===== src/rtl/run_sequencer.sv =====
// run_sequencer: start/ack run control in front of the 9-bit core (IDLE/ARMED/RUN/FINISH).
// Latency: outputs are flop decodes and change one clk edge after the input that causes them.
// Backpressure: none. The start/ack level handshake paces runs. Watchdog built only with RUN_SEQUENCER_WATCHDOG_EN.
module run_sequencer #(
  parameter int TIMEOUT_CYCLES = 4096,
  parameter int CNT_W          = 16
) (
  input  logic             clk,
  input  logic             reset,
  input  logic             start,
  input  logic             done,
  output logic             run_en,
  output logic             pc_clear,
  output logic             ack,
  output logic             timeout,
  output logic [CNT_W-1:0] cycle_count
);

  typedef enum logic [1:0] {
    IDLE   = 2'd0,
    ARMED  = 2'd1,
    RUN    = 2'd2,
    FINISH = 2'd3
  } state_t;

  localparam logic [CNT_W-1:0] CNT_MAX = '1;

  // Catch a watchdog limit the counter cannot represent, or a zero limit.
  if ((TIMEOUT_CYCLES < 1) || (TIMEOUT_CYCLES > ((2 ** CNT_W) - 1))) begin : g_bad_timeout
    $error("run_sequencer: TIMEOUT_CYCLES out of range for CNT_W");
  end

  state_t           state_q, state_d;
  logic [CNT_W-1:0] cnt_q, cnt_d;
  logic             timeout_q, timeout_d;
  logic [CNT_W-1:0] cnt_inc;
  logic             wd_hit;

  // Saturating increment: a runaway program pins the count at all-ones instead of wrapping.
  assign cnt_inc = (cnt_q == CNT_MAX) ? cnt_q : cnt_q + 1'b1;

`ifdef RUN_SEQUENCER_WATCHDOG_EN
  localparam logic [CNT_W:0] TIMEOUT_V = (CNT_W+1)'(TIMEOUT_CYCLES);
  logic [CNT_W:0] cnt_plus1;

  // The watchdog fires on the RUN cycle that would complete TIMEOUT_CYCLES cycles.
  // The extra bit keeps the +1 compare exact when the count is at all-ones.
  assign cnt_plus1 = {1'b0, cnt_q} + 1'b1;
  assign wd_hit    = (cnt_plus1 == TIMEOUT_V);
`else
  assign wd_hit    = 1'b0;
`endif

  // Next-state, counter and timeout-flag logic. Every entry into ARMED starts a clean run record.
  always_comb begin
    state_d   = state_q;
    cnt_d     = cnt_q;
    timeout_d = timeout_q;
    case (state_q)
      IDLE: begin
        if (start) begin
          state_d   = ARMED;
          cnt_d     = '0;
          timeout_d = 1'b0;
        end
      end
      ARMED: begin
        cnt_d     = '0;
        timeout_d = 1'b0;
        if (!start) begin
          state_d = RUN;
        end
      end
      RUN: begin
        // The cycle that decodes the halt still counts as a RUN cycle.
        cnt_d = cnt_inc;
        if (done) begin
          state_d   = FINISH;
          timeout_d = 1'b0;
        end else if (wd_hit) begin
          state_d   = FINISH;
          timeout_d = 1'b1;
        end
      end
      FINISH: begin
        // Count and timeout stay frozen for the testbench until the next start.
        if (start) begin
          state_d   = ARMED;
          cnt_d     = '0;
          timeout_d = 1'b0;
        end
      end
      default: begin
        state_d   = IDLE;
        cnt_d     = '0;
        timeout_d = 1'b0;
      end
    endcase
  end

  // State, counter and timeout registers. Reset is asynchronous, so outputs clear mid-cycle.
  always_ff @(posedge clk or negedge reset) begin
    if (!reset) begin
      state_q   <= IDLE;
      cnt_q     <= '0;
      timeout_q <= 1'b0;
    end else begin
      state_q   <= state_d;
      cnt_q     <= cnt_d;
      timeout_q <= timeout_d;
    end
  end

  // Outputs decode flops only. No input reaches an output in the same cycle.
  assign run_en      = (state_q == RUN);
  assign pc_clear    = (state_q == ARMED);
  assign ack         = (state_q == FINISH);
  assign timeout     = timeout_q;
  assign cycle_count = cnt_q;

endmodule


===== config.mk =====
export PLATFORM = sky130hd
export DESIGN_NAME = run_sequencer
export DESIGN_NICKNAME = d
export VERILOG_FILES = /design/src/rtl/run_sequencer.sv
export SDC_FILE = /design/constraint.sdc
export NUM_CORES = 1
export LEC_CHECK = 0
export ABC_AREA = 1
export BUFFER_PORTS_ARGS = -buffer_cell sky130_fd_sc_hd__buf_2
export CAP_MARGIN = 5
export CORE_ASPECT_RATIO = 0.75
export CORE_UTILIZATION = 56
export DETAILED_ROUTE_END_ITERATION = 7
export PLACE_DENSITY = 0.81
export RECOVER_POWER = 50
export SYNTH_ARGS = -nofsm -noshare
export SYNTH_HDL_FRONTEND = slang
export SYNTH_SLANG_ARGS = --single-unit
export TNS_END_PERCENT = 10

===== constraint.sdc =====
create_clock -name clk -period 4.77 [get_ports clk]
set_clock_uncertainty 0.05 [all_clocks]
set_input_delay 1.431 -clock clk [delete_from_list [all_inputs] [get_ports clk]]
set_output_delay 1.431 -clock clk [all_outputs]
set_load 0.01 [all_outputs]

==> run_results.csv <==
group,metric,value,unit
setup_path,rr_startpoint,"state_q[0]",
setup_path,category_of_cells_accounting_for_the_largest_share_of_critical_path_delay,"flip-flops",
setup_path,worst-path-buf-inv,2,
cts,clk_path_buf_depth,2,
setup_path,worst_r2r_path_depth,7,
cts,cts-root-buf,"sky130_fd_sc_hd__clkbuf_4",
setup_path,worstSetupStartpointType,"register",
min_path,worstHoldPathCells,2,
logic_synthesis,seq_total_area_yosys,36.44,%
global_route,grt_first_pass_wirelength,4.457,mm
logic_synthesis,synth_net_count,179,
power,totalPowerFinal,411.2,uW
floorplan,design.core.area,2049,um^2
flow_run,max-cap-violations,0,
cts,postCtsHoldBufs,0,
global_route,total_congestion_overflow,0,
floorplan,initial_core_util,60.32,%
placed_design,placed_cells,214,
final_layout,layout_nets,203,
final_layout,drive_gt1_share,18.65,%
cts,numClockSinks,18,
setup_path,path_depth,3,
global_route,globalRouteTotalUtil,23.99,%
drt,dr_total_vias,1137,
drt,dr.pass1.iters,4,
setup_path,critPathCaptureType,"primary output",
drt,route.detailed.vias_per_inst,5.240,
status,status,"complete, no violations",
setup_path,setup.reg_to_reg.worst_slack,2.76,ns
setup_path,worstPathRequired,3.29,ns
drt,drt_drc_violations_left,0,
logic_synthesis,syn_inst,171,
sta,tightest_slew,0.9650,ns
floorplan,ios,24,
final_layout,layout.cells.non_filler,217,
floorplan,floorplan.die_area,2401,um^2
sta,period_minus_slack,2.783,ns
sta,fmax,359.3,MHz
cts,clock_latency,0.30,ns
sta,timing.setup.tns,0,ns
power,power.static_leakage,0.7025,nW
global_route,first_global_vias,999,
setup_path,max_stage_delay,0.42,ns
drt,route.final.wire_length,2.528,mm
floorplan,dieHeight,42.69,um
setup_path,crit_fanout,9,
sta,rsz0062_at_grt,"no",
setup_path,worstSetupPathType,"reg -> out",
placed_design,place.detailed.hpwl,1.969,mm
sta,max_slew_margin,35.67,%
min_path,timing.hold.worst.class,"reg -> reg",
global_route,grt_max_degree,20,
placed_design,numPortBuffers,22,
logic_synthesis,ys_seq_elements,18,
sta,period_share,58.35,%
global_route,grt_antenna_before_repair,0,
drt,drt.antenna.violating_nets,0,
sta,report.final.slew_viol_count,0,
power,worst_ir_drop_vdd,326.0,uV
cts,post_cts.resized_instances,0,
logic_synthesis,post_synth.cell_area_avg,7.229,um^2
final_layout,insertedDiodeCount,0,
min_path,worst_hold_start,"cycle_count[1]",
drt,routed_wire_length_per_instance,11.65,um
floorplan,die_w,56.25,um
drt,drtIter0Drc,44,
sta,final.hold.worst_slack,0.4980,ns
final_layout,layout.filler_cells,190,
cts,cts_htree_levels,1,
sta,hold_violations,0,
power,power_per_cell_area,302.9,nW/um^2
cts,postCtsSetupRepairBufs,0,
cts,cts_tree,"built",
logic_synthesis,netlist_area_before_placement,1236,um^2
setup_path,worstReg2RegEnd,"cycle_count[6]",
min_path,timing.hold.worst_endpoint,"cycle_count[1]",
placed_design,placement.setup.worst_slack,2.307,ns
floorplan,placementRows,14,
logic_synthesis,synthesis_warning_total,0,
setup_path,timing.critical_path.cells,"inv_1 > ha_1 > buf_2",
cts,numCtsBuffers,3,
logic_synthesis,yosysUniqueCellTypes,28,
sta,final-setup-viol-count,0,
setup_path,crit_path_top_delay_cell,"sky130_fd_sc_hd__dfrtp_1",
sta,final_critical_path_setup_slack,1.987,ns
setup_path,timing.critical_path.arrival,1.30,ns
placed_design,gpl.final_weighted_congestion,0.8215,
final_layout,syn2layout_area_growth,9.818,%
cts,clock_slew_seen_by_the_registers_of_the_worst_setup_and_hold_paths,0.09,ns
cell usage after synthesis:
library cell,number,area (um^2)
sky130_fd_sc_hd__or2_2,2,12.51
sky130_fd_sc_hd__nor3_2,2,20.02
sky130_fd_sc_hd__conb_1,1,3.750
sky130_fd_sc_hd__buf_4,1,7.510
sky130_fd_sc_hd__nor2_1,10,37.54
sky130_fd_sc_hd__inv_2,1,3.750
sky130_fd_sc_hd__nand3_2,1,10.01
sky130_fd_sc_hd__o21ai_2,2,17.52
sky130_fd_sc_hd__inv_1,16,60.06
sky130_fd_sc_hd__nand4_1,3,18.77
sky130_fd_sc_hd__nand2_4,1,11.26
sky130_fd_sc_hd__nor2_2,1,6.260
sky130_fd_sc_hd__nand3b_1,2,15.01
sky130_fd_sc_hd__nand2_1,67,251.5
sky130_fd_sc_hd__ha_1,4,50.05
sky130_fd_sc_hd__nor3_1,1,5.000
sky130_fd_sc_hd__buf_2,1,5.000
sky130_fd_sc_hd__o211ai_1,1,7.510
sky130_fd_sc_hd__xor2_1,3,26.28
sky130_fd_sc_hd__nor2_4,3,33.78
sky130_fd_sc_hd__nand2_2,1,6.260
sky130_fd_sc_hd__buf_8,1,15.01
sky130_fd_sc_hd__nand4_4,1,21.27
sky130_fd_sc_hd__o21ai_1,6,30.03
sky130_fd_sc_hd__o21ai_0,5,25.02
sky130_fd_sc_hd__nand3_1,14,70.07
sky130_fd_sc_hd__o21bai_1,2,15.01
sky130_fd_sc_hd__dfrtp_1,18,450.4
metal layers:
layer | vias to the layer above | wire, um | global-route usage (%)
met1 | 521 | 1206 | 33.14
met3 | 2 | 119 | 6.707
met4 | 0 | 13 | 6.341
li1 | 589 | - | -
met2 | 25 | 1188 | 37.38
met5 | - | 0 | 0
cells by family after synthesis:
family | Yosys count | share of synthesized area [%]
AOI/OAI and AO/OA | 16 | 7.692
xor gates and xnor gates | 3 | 2.126
adders and majority gates | 4 | 4.049
buffers and inverters | 20 | 7.388
DFF | 18 | 36.44
other | 1 | 0.3034
and+or+nand+nor | 109 | 42.00
flip-flops by register name, indices dropped and copies added (netlist names):
register and count:
state_q 2, cycle_count 16
layout make-up:
cell class                      instances  area (um^2)  area share, %
Inverter                               17        63.81          4.700
Sequential cell                        18        450.4          33.18
Tap cell                               24        30.03          2.212
Multi-Input combinational cell        133        683.2          50.32
Clock buffer                            3        22.52          1.659
Timing Repair Buffer                   22        107.6          7.926
stage by stage:
stage | util [%] | instance area [um^2]
floorplan | - | 1236
global placement | 65.81 | 1349
detailed placement | 65.81 | 1349
CTS | 66.91 | 1371
global route | 66.24 | 1358
finish | 66.24 | 1358
how the worst max path moves through the flow:
stage,from,endpoint,slack [ns]
after floorplan,start,cycle_count[11],2.59
after global placement,state_q[0],run_en,2.33
after detailed placement,state_q[0],run_en,2.31
after CTS,state_q[0],run_en,1.97
after global routing,state_q[0],run_en,1.88
final,state_q[0],run_en,1.99
power breakdown:
part           leakage (nW)  switching, mW  internal [mW]
logic                 0.442          0.107         0.0479
clock network        0.0138         0.0464         0.0295
registers             0.246         0.0142          0.167
total                 0.703          0.167          0.244
worst register-to-register path, stage by stage (launching register included):
cell	delay [ns]
sky130_fd_sc_hd__dfrtp_1	0.42
sky130_fd_sc_hd__inv_1	0.07
sky130_fd_sc_hd__ha_1	0.32
sky130_fd_sc_hd__nand3_1	0.15
sky130_fd_sc_hd__nor2_2	0.14
sky130_fd_sc_hd__nand4_4	0.09
sky130_fd_sc_hd__nand2_1	0.46
sky130_fd_sc_hd__o21ai_0	0.17
layout by cell type, fill, tap and decap left out, types with 2 or more instances in the layout:
cell type                  synthesis  layout
sky130_fd_sc_hd__nand3b_1          2       2
sky130_fd_sc_hd__inv_1            16      16
sky130_fd_sc_hd__nand2_1          67      68
sky130_fd_sc_hd__buf_2             1      20
sky130_fd_sc_hd__dfrtp_1          18      18
sky130_fd_sc_hd__o21ai_1           6       2
sky130_fd_sc_hd__nand4_1           3       3
sky130_fd_sc_hd__clkbuf_1          0       2
sky130_fd_sc_hd__nor2_1           10      10
sky130_fd_sc_hd__or2_2             2       2
sky130_fd_sc_hd__clkbuf_4          0       3
sky130_fd_sc_hd__xor2_1            3       3
sky130_fd_sc_hd__nor3_2            2       2
sky130_fd_sc_hd__nor2_4            3       3
sky130_fd_sc_hd__nand3_1          14      14
sky130_fd_sc_hd__o21bai_1          2       2
sky130_fd_sc_hd__ha_1              4       4
sky130_fd_sc_hd__o21ai_0           5      10
Power figures use the tool's default switching activity.
